**src/rtl/prog_loader.sv**
```systemverilog
// rtl/prog_loader.sv - packs decoded instruction fields into RAM words, then starts the processor
module prog_loader #(
    parameter int ADDR_W      = 9,
    parameter int DEPTH       = 512,
    parameter int START_DELAY = 2
) (
    input  logic              clock,
    input  logic              reset,
    input  logic              in_valid,
    output logic              in_ready,
    input  logic [3:0]        in_icode,
    input  logic [3:0]        in_ifun,
    input  logic [3:0]        in_rA,
    input  logic [3:0]        in_rB,
    input  logic [15:0]       in_valC,
    input  logic              in_last,
    input  logic              reload,
    output logic [ADDR_W-1:0] addr,
    output logic              wr,
    output logic [31:0]       wdata,
    output logic              working,
    output logic [ADDR_W:0]   count,
    output logic              overflow
);
    localparam int WAIT_W = (START_DELAY > 1) ? $clog2(START_DELAY) : 1;
    localparam logic [ADDR_W:0]   DEPTH_C   = (ADDR_W+1)'(DEPTH);
    localparam logic [ADDR_W:0]   DEPTH_M1  = (ADDR_W+1)'(DEPTH - 1);
    localparam logic [WAIT_W-1:0] WAIT_LAST = WAIT_W'(START_DELAY - 1);

    typedef enum logic [1:0] {S_LOAD, S_FLUSH, S_WAIT, S_RUN} state_t;

    state_t            r_state, w_state_next;
    logic [ADDR_W-1:0] r_ptr, w_ptr_next;
    logic [ADDR_W-1:0] r_addr, w_addr_next;
    logic [ADDR_W:0]   r_count, w_count_next;
    logic              r_wr, w_wr_next;
    logic              r_ovf, w_ovf_next;
    logic [31:0]       r_wdata, w_wdata_next;
    logic [WAIT_W-1:0] r_wait, w_wait_next;
    logic              w_ready, w_xfer, w_final;

    assign w_ready = (r_state == S_LOAD) && (r_count < DEPTH_C);
    assign w_xfer  = in_valid && w_ready;
    // Filling the last slot ends the program even without in_last.
    assign w_final = in_last || (r_count == DEPTH_M1);

    assign in_ready = w_ready && !reset;
    assign addr     = r_addr;
    assign wr       = r_wr;
    assign wdata    = r_wdata;
    assign working  = (r_state == S_RUN);
    assign count    = r_count;
    assign overflow = r_ovf;

    always_comb begin
        w_state_next = r_state;
        w_ptr_next   = r_ptr;
        w_addr_next  = r_addr;
        w_count_next = r_count;
        w_wr_next    = 1'b0;
        w_wdata_next = r_wdata;
        w_wait_next  = r_wait;
        w_ovf_next   = r_ovf || (in_valid && !w_ready);
        case (r_state)
            S_LOAD: begin
                if (w_xfer) begin
                    w_wr_next    = 1'b1;
                    w_addr_next  = r_ptr;
                    w_wdata_next = {in_icode, in_ifun, in_rA, in_rB, in_valC};
                    w_ptr_next   = r_ptr + ADDR_W'(1);
                    w_count_next = r_count + (ADDR_W+1)'(1);
                    if (w_final) begin
                        w_state_next = S_FLUSH;
                    end
                end
            end
            S_FLUSH: begin
                w_state_next = S_WAIT;
                w_addr_next  = '0;
                w_wdata_next = '0;
                w_wait_next  = '0;
            end
            S_WAIT: begin
                if (r_wait == WAIT_LAST) begin
                    w_state_next = S_RUN;
                end else begin
                    w_wait_next = r_wait + WAIT_W'(1);
                end
            end
            S_RUN: begin
                if (reload) begin
                    w_state_next = S_LOAD;
                    w_ptr_next   = '0;
                    w_count_next = '0;
                    w_ovf_next   = 1'b0;
                end
            end
            default: w_state_next = S_LOAD;
        endcase
    end

    always_ff @(posedge clock or posedge reset) begin
        if (reset) begin
            r_state <= S_LOAD;
            r_ptr   <= '0;
            r_addr  <= '0;
            r_count <= '0;
            r_wr    <= 1'b0;
            r_wdata <= '0;
            r_wait  <= '0;
            r_ovf   <= 1'b0;
        end else begin
            r_state <= w_state_next;
            r_ptr   <= w_ptr_next;
            r_addr  <= w_addr_next;
            r_count <= w_count_next;
            r_wr    <= w_wr_next;
            r_wdata <= w_wdata_next;
            r_wait  <= w_wait_next;
            r_ovf   <= w_ovf_next;
        end
    end
endmodule

```
**config.mk**
```make
export PLATFORM = sky130hd
export DESIGN_NAME = prog_loader
export DESIGN_NICKNAME = d
export VERILOG_FILES = /design/src/rtl/prog_loader.sv
export SDC_FILE = /design/constraint.sdc
export NUM_CORES = 1
export LEC_CHECK = 0
export CORE_AREA = 2 2 60 104
export CTS_CLUSTER_SIZE = 30
export DETAILED_ROUTE_END_ITERATION = 7
export DIE_AREA = 0 0 62 106
export PLACE_DENSITY_LB_ADDON = 0.3
export SYNTH_ARGS = -nofsm -noshare
export SYNTH_HDL_FRONTEND = slang
export SYNTH_SLANG_ARGS = --single-unit
```
**constraint.sdc**
```tcl
create_clock -name clock -period 3.25 [get_ports clock]
set_input_delay 0.65 -clock clock [delete_from_list [all_inputs] [get_ports clock]]
set_output_delay 0.65 -clock clock [all_outputs]
set_load 0.01 [all_outputs]
```
==> results of run 1 <==
==> flip-flops by register name, indices dropped and copies added, names as in the netlist <==
| register | flops |
|---|---|
| overflow | 1 |
| r_state | 2 |
| r_wait | 1 |
| r_ptr | 9 |
| addr | 9 |
| wdata | 32 |
| wr | 1 |
| count | 10 |
==> through the flow <==
step	area [µm²]	utilization	worst slack [ps]	hold slack (ps)	cells
2_1_floorplan	2726	-	973.5	453.2	227
3_3_place_gp	3722	0.6432	872.6	471.9	387
3_5_place_dp	3722	0.6432	862.2	490.6	387
4_1_cts	3971	0.6863	661.7	503.4	403
5_1_grt	3971	0.6863	537.2	523.8	403
6_report	3971	0.6863	686.0	500.2	403
==> cells by family after synthesis <==
kind of cell | after synthesis | synth area share
AO/OA/AOI/OAI | 90 | 0.2414
flip-flops | 65 | 0.5966
AND/OR/NAND/NOR | 44 | 0.08949
buffers and inverters | 20 | 0.03672
adder cells (fa/ha/maj) | 6 | 0.02753
multiplexers | 2 | 0.008260
==> power breakdown <==
group / total, mW / internal, mW / switching [mW]
sequential: 1.19 / 1.03 / 0.155
combinational: 1.35 / 0.695 / 0.655
clock: 0.846 / 0.519 / 0.327
total: 3.38 / 2.24 / 1.14
==> synth_stat cells <==
master     count  area share
a21oi_1        6       0.011
a21oi_2        1      0.0032
a22o_1        41        0.13
a2bb2oi_1      1      0.0032
a31o_2         2      0.0064
a31oi_1        6       0.014
a41oi_1        4       0.013
and2b_1        1      0.0028
and3_1         5       0.011
and4_1         1      0.0032
and4_4         1      0.0041
buf_2         10       0.018
buf_4          2      0.0055
clkbuf_1       2      0.0028
clkinv_4       1      0.0032
dfrtp_1       65        0.60
ha_1           6       0.028
inv_1          5      0.0069
mux2_1         1      0.0041
mux2_2         1      0.0041
nand2_1       12       0.017
nand2b_1       5       0.011
nand3_1        3      0.0055
nand3b_1       2      0.0055
nand3b_4       1      0.0073
nand4_1        3      0.0069
nor2_1         9       0.012
nor4_1         1      0.0023
o21a_1         1      0.0028
o21ai_0       17       0.031
o21ai_1        9       0.017
o21ai_4        1      0.0060
o31ai_1        1      0.0028
==> path summary, 6_finish.rpt <==
kind	cells after the start	startpoint	endpoint
min in group asynchronous	2	reset	wdata[5]
worst max register to register	7	r_state[0]	r_state[1]
worst min register to register	1	r_ptr[8]	r_ptr[8]
worst min-delay path	1	r_ptr[8]	r_ptr[8]
worst max-delay path	5	r_state[0]	in_ready
max in group asynchronous	3	reset	wdata[0]
==> cell type report <==
class / count / area share
flip-flops and latches: 65 / 0.4096
inverters: 6 / 0.006931
multi-input cells: 142 / 0.2543
well taps: 78 / 0.02457
clock buffers: 9 / 0.03119
clock inverters: 7 / 0.03151
repair buffers: 96 / 0.2420
==> layer usage <==
layer  vias up  track usage  share of wire
met1      1088       0.2456           0.41
met5         -            0              0
met4         0      0.09271          0.016
met2        67       0.3237           0.51
li1       1038            -              -
met3         8      0.03163          0.058
==> out/results.md, run 1 <==
| Parameter | This run | Unit |
|:---|:---|:---|
| Core Rows | 37 | - |
| Number of filler instances in the final layout | 437 | - |
| Drt first-iter violations | 124 | - |
| Max Buffers Root-to-Sink | 2 | - |
| Number of setup violations in the final report | 0 | - |
| Setup repair after global routing missed its margin | no | - |
| Total I/O pin count | 92 | - |
| Worst Setup Start Kind | register | - |
| Synthesis-to-finish area growth | 45.66 | % |
| Timing-limited maximum frequency | 390.0 | MHz |
| Clock Tree Root | clkbuf_8 | - |
| Antenna cell count | 0 | - |
| Largest stage delay on the critical path | 530 | ps |
| Post-route DRC violation count | 0 | - |
| Max Fanout on Critical Path | 6 | - |
| Number of buffers added by the clock tree synthesis step | 9 | - |
| Worst-case clock skew | 4.835 | ps |
| Slew headroom | 0.5683 | - |
| Number of global-route vias before repair | 2132 | - |
| Dominant delay contributor by cell family on the critical path | buffers and inverters | - |
| Final total power | 3.382 | mW |
| Pin slew with the least headroom to its limit | 646.6 | ps |
| Cell-by-cell listing of the critical path | inv_1 > ha_1 > nand2b_1 > nor2_1 > clkdlybuf4s50_1 | - |
| Buf+Inv Stages, Crit Path | 2 | - |
| Final hold violation count | 0 | - |
| Leading cell type in the layout, fill and taps excluded | clkdlybuf4s50_1 | - |
| Final Net Count | 363 | - |
| Sinks on the clock net | 65 | - |
| Die outline width | 62 | µm |
| Kind of end point of the critical path | primary output | - |
| Highest-delay cell along the critical path | clkdlybuf4s50_1 | - |
| Min Clock Period, post-route | 2564 | ps |
| Arrival time of data at the critical path endpoint | 1910 | ps |
| Placeable core region | 5787 | µm² |
| Number of port buffers | 91 | - |
| Die Footprint | 6572 | µm² |
| Wirelength, routed | 6371 | µm |
| Critical path type | register to primary output | - |
| Part of the Yosys area used for sequential elements | 0.5966 | - |
| Detailed placement HPWL | 4360 | µm |
| Commonest non-fill, non-tap cells in the layout | clkdlybuf4s50_1, dfrtp_1, a22o_1 | - |
| Period utilisation layout | 0.7889 | - |
| Deepest level of the CTS H-tree | 3 | - |
| Height of the die | 106 | µm |
| Power density relative to cell area | 851.5 | nW/µm² |
| DR pass1 iterations | 4 | - |
| Effective utilization at floorplan | 0.4711 | - |
| Routability Congestion | 0.7490 | - |
| Maximum number of pins on one net before global-route repair | 42 | - |
| Total of warnings raised by yosys | 0 | - |
| Average cell area after synthesis | 12.01 | µm² |
| Outcome | completed | - |
| VDD IR max | 0.7261 | mV |
| Setup total negative slack | 0 | ps |
| Count of final max-slew check failures | 0 | - |
| Worst path required time | 2600 | ps |
| First-pass GRT wire length | 9915 | µm |
| Antenna Violating Nets Remaining | 0 | - |
| Number of hold buffers added after cts | 0 | - |
| Max Cap Violations | 0 | - |
| Overall overflow remaining after global route | 0 | - |
| Worst min-delay path category | register to register | - |
| Synthesized netlist net count | 270 | - |
| Tot GR Track Use | 0.1982 | - |
| Total leakage power | 1.759 | nW |
| Number of post-CTS setup repair buffers | 0 | - |
| Clk slew on worst S/H paths | 70 | ps |
| Total via count in the routed design | 2201 | - |
| Distinct cell type count of the synthesized netlist | 33 | - |
| Clock tree from TritonCTS | done | - |
| Total of flip-flops plus latches after synthesis | 65 | - |
| Flip-flop and latch area | 1627 | µm² |
| Post-CTS sizing | 0 | - |
| Routed length per placed instance | 15.81 | µm |
| Netlist area before placement | 2726 | µm² |
| Detailed-route vias per instance | 5.462 | - |
| Gate Count Post-Synth | 227 | - |
| Share of final-layout standard cells stronger than drive strength 1 | 0.09538 | - |
| Antenna violations before repair | 0 | - |
| Multi-input gate area | 1010 | µm² |
| Insertion delay to the later sink of the worst-skew pair | 330 | ps |
| Minimum setup slack among reg-to-reg paths | 1340 | ps |
Power figures use the tool's default switching activity.
==> inputs of run 2 (changes only) <==
--- a/config.mk
+++ b/config.mk
@@ -5,10 +5,10 @@
 export SDC_FILE = /design/constraint.sdc
 export NUM_CORES = 1
 export LEC_CHECK = 0
-export CORE_AREA = 2 2 60 104
+export CORE_AREA = 2 2 62 108
 export CTS_CLUSTER_SIZE = 30
 export DETAILED_ROUTE_END_ITERATION = 7
-export DIE_AREA = 0 0 62 106
+export DIE_AREA = 0 0 64 110
 export PLACE_DENSITY_LB_ADDON = 0.3
 export SYNTH_ARGS = -nofsm -noshare
 export SYNTH_HDL_FRONTEND = slang
==> constraint.sdc (replaced) <==
create_clock -name clock -period 2.4 [get_ports clock]
set_input_delay 0.48 -clock clock [delete_from_list [all_inputs] [get_ports clock]]
set_output_delay 0.48 -clock clock [all_outputs]
set_load 0.01 [all_outputs]
==> run 2 against run 1 <==
Net effect: count of clock-buffer cells in the layout did not move; total power rose by 31%; critical path depth stayed put; clock power up 10%; combinational power increased by 39%; sequential share of layout area up 0.17 points; worst hold slack lost 5.9 ps; utilization decreased by 4.1 points; wire length rose by 2.0%; sequential power is 36% higher; largest power group unchanged.
==> out/results.md, run 2 (same netlist as run 1, synthesis figures left out) <==
| Parameter | This run | Unit | vs previous |
|:---|:---|:---|:---|
| Detailed placement HPWL | 4609 | µm | was 4360 µm |
| Timing-limited maximum frequency | 442.6 | MHz |  |
| Number of buffers added by the clock tree synthesis step | 9 | - | unchanged |
| Slew headroom | 0.3004 | - | was 0.5683 |
| Die Footprint | 7040 | µm² | was 6572 µm² |
| Core Rows | 38 | - | was 37 |
| DR pass1 iterations | 4 | - | unchanged |
| Clk slew on worst S/H paths | 70 | ps | about the same |
| Critical path type | register to primary output | - | unchanged |
| Share of final-layout standard cells stronger than drive strength 1 | 0.1070 | - | was 0.09538 |
| Outcome | completed | - | unchanged |
| Height of the die | 110 | µm | was 106 µm |
| Setup repair after global routing missed its margin | no | - | unchanged |
| Period utilisation layout | 0.9413 | - |  |
| Min Clock Period, post-route | 2259 | ps |  |
| Max Buffers Root-to-Sink | 2 | - | unchanged |
| Deepest level of the CTS H-tree | 3 | - | unchanged |
| Post-CTS sizing | 1 | - | was 0 |
| Max Cap Violations | 0 | - | unchanged |
| Minimum setup slack among reg-to-reg paths | 340 | ps | was 1340 ps |
| VDD IR max | 0.4863 | mV | was 0.7261 mV |
| Tot GR Track Use | 0.1997 | - | was 0.1982 |
| Worst path required time | 1920 | ps | was 2600 ps |
| Number of hold buffers added after cts | 0 | - | unchanged |
| Total leakage power | 1.735 | nW | was 1.759 nW |
| Post-route DRC violation count | 0 | - | unchanged |
| Insertion delay to the later sink of the worst-skew pair | 340 | ps | was 330 ps |
| Wirelength, routed | 6500 | µm | was 6371 µm |
| Minimum hold slack | 494.2 | ps | was 500.2 ps |
| Pin slew with the least headroom to its limit | 1047 | ps | was 646.6 ps |
| Clock tree from TritonCTS | done | - | unchanged |
| Overall overflow remaining after global route | 0 | - | unchanged |
| Total I/O pin count | 92 | - | unchanged |
| Drt first-iter violations | 162 | - | was 124 |
| Number of port buffers | 91 | - | unchanged |
| Final Net Count | 365 | - | was 363 |
| Number of global-route vias before repair | 2242 | - | was 2132 |
| Sinks on the clock net | 65 | - | unchanged |
| Leading cell type in the layout, fill and taps excluded | clkdlybuf4s50_1 | - | unchanged |
| Cell-by-cell listing of the critical path | inv_1 > ha_4 > nand2b_1 > nor2_1 > clkdlybuf4s50_1 | - | was inv_1 > ha_1 > nand2b_1 > nor2_1 > clkdlybuf4s50_1 |
| Power density relative to cell area | 1116 | nW/µm² | was 851.5 nW/µm² |
| Routability Congestion | 0.7953 | - | was 0.7490 |
| Antenna cell count | 0 | - | unchanged |
| Dominant delay contributor by cell family on the critical path | buffers and inverters | - | unchanged |
| Routed length per placed instance | 15.97 | µm | was 15.81 µm |
| Worst min-delay path category | register to register | - | unchanged |
| Placeable core region | 6133 | µm² | was 5787 µm² |
| Effective utilization at floorplan | 0.4445 | - | was 0.4711 |
| Placed Area | 3740 | µm² | was 3722 µm² |
| Total via count in the routed design | 2208 | - | was 2201 |
| Setup total negative slack | 0 | ps | unchanged |
| Worst-case clock skew | 9.254 | ps | was 4.835 ps |
| Number of setup violations in the final report | 0 | - | unchanged |
| Worst Setup Start Kind | register | - | unchanged |
| Synthesis-to-finish area growth | 45.07 | % | was 45.66% |
| Final hold violation count | 0 | - | unchanged |
| Largest register FFs | 32 | - | unchanged |
| Kind of end point of the critical path | primary output | - | unchanged |
| Highest-delay cell along the critical path | clkdlybuf4s50_1 | - | unchanged |
| Number of post-CTS setup repair buffers | 0 | - | unchanged |
| First-pass GRT wire length | 10830 | µm | was 9915 µm |
| Count of final max-slew check failures | 0 | - | unchanged |
| Antenna Violating Nets Remaining | 0 | - | unchanged |
| Number of filler instances in the final layout | 481 | - | was 437 |
| Largest stage delay on the critical path | 540 | ps | was 530 ps |
| Maximum number of pins on one net before global-route repair | 42 | - | unchanged |
| Clock Tree Root | clkbuf_8 | - | unchanged |
| Multi-input gate area | 1022 | µm² | was 1010 µm² |
| Flip-flop and latch area | 1627 | µm² | unchanged |
| Max Fanout on Critical Path | 6 | - | unchanged |
| Antenna violations before repair | 0 | - | unchanged |
| Detailed-route vias per instance | 5.425 | - | was 5.462 |
| Buf+Inv Stages, Crit Path | 2 | - | unchanged |
| Arrival time of data at the critical path endpoint | 1780 | ps | was 1910 ps |
| Commonest non-fill, non-tap cells in the layout | clkdlybuf4s50_1, dfrtp_1, a22o_1 | - | unchanged |
| Die outline width | 64 | µm | was 62 µm |
| Post-route cell area | 3955 | µm² | was 3971 µm² |
-- run 2: area by class of cell --
type	count	share of cell area
clock inverter	7	0.01993
sequential	65	0.4113
multi-input combinational	142	0.2585
inverter	6	0.006960
tap	80	0.02531
clock buffer	9	0.03132
timing repair buffer	98	0.2468
-- run 2: report_power, final --
part	leakage (nW)	switching, mW	internal (mW)	total (mW)
Clock	0.0925	0.446	0.488	0.934
Combinational	0.782	0.891	0.974	1.87
Sequential	0.860	0.220	1.40	1.62
-- run 2: worst paths after layout --
path / cells after the start / to / from
hold / removal: 1 / r_ptr[8] / r_ptr[8]
max in group asynchronous: 3 / wdata[13] / reset
setup reg to reg: 6 / wdata[4] / r_state[1]
min in group asynchronous: 2 / r_wait / reset
setup / recovery: 5 / in_ready / r_state[1]
hold reg to reg: 1 / r_ptr[8] / r_ptr[8]
-- run 2: stage by stage --
step                setup WS [ps]  instances  total power, mW    util
floorplan                   293.5        227            2.656       -
global placement            63.20        391            3.426  0.6098
detailed placement         -3.988        391            3.488  0.6098
CTS                         54.22        407            4.440  0.6432
global route                13.10        407            4.718  0.6448
finish                      140.9        407            4.414  0.6448
-- run 2: routing by layer --
metal / vias up / routed length (µm) / GRT usage / share of wire
li1: 1040 / - / - / -
met1: 1086 / 2708 / 0.2438 / 0.42
met2: 70 / 3371 / 0.3304 / 0.52
met3: 12 / 272 / 0.03452 / 0.042
met4: 0 / 148 / 0.1180 / 0.023
met5: - / 0 / 0 / 0
==> inputs of run 3 (changes only) <==
--- a/config.mk
+++ b/config.mk
@@ -5,11 +5,13 @@
 export SDC_FILE = /design/constraint.sdc
 export NUM_CORES = 1
 export LEC_CHECK = 0
+export ABC_CLOCK_PERIOD_IN_PS = 2400
 export CORE_AREA = 2 2 62 108
 export CTS_CLUSTER_SIZE = 30
 export DETAILED_ROUTE_END_ITERATION = 7
 export DIE_AREA = 0 0 64 110
 export PLACE_DENSITY_LB_ADDON = 0.3
+export SKIP_LAST_GASP = 1
 export SYNTH_ARGS = -nofsm -noshare
 export SYNTH_HDL_FRONTEND = slang
 export SYNTH_SLANG_ARGS = --single-unit
==> results of run 3 <==
Same layout as run 2: the final DEF is identical, and so are final timing and power.
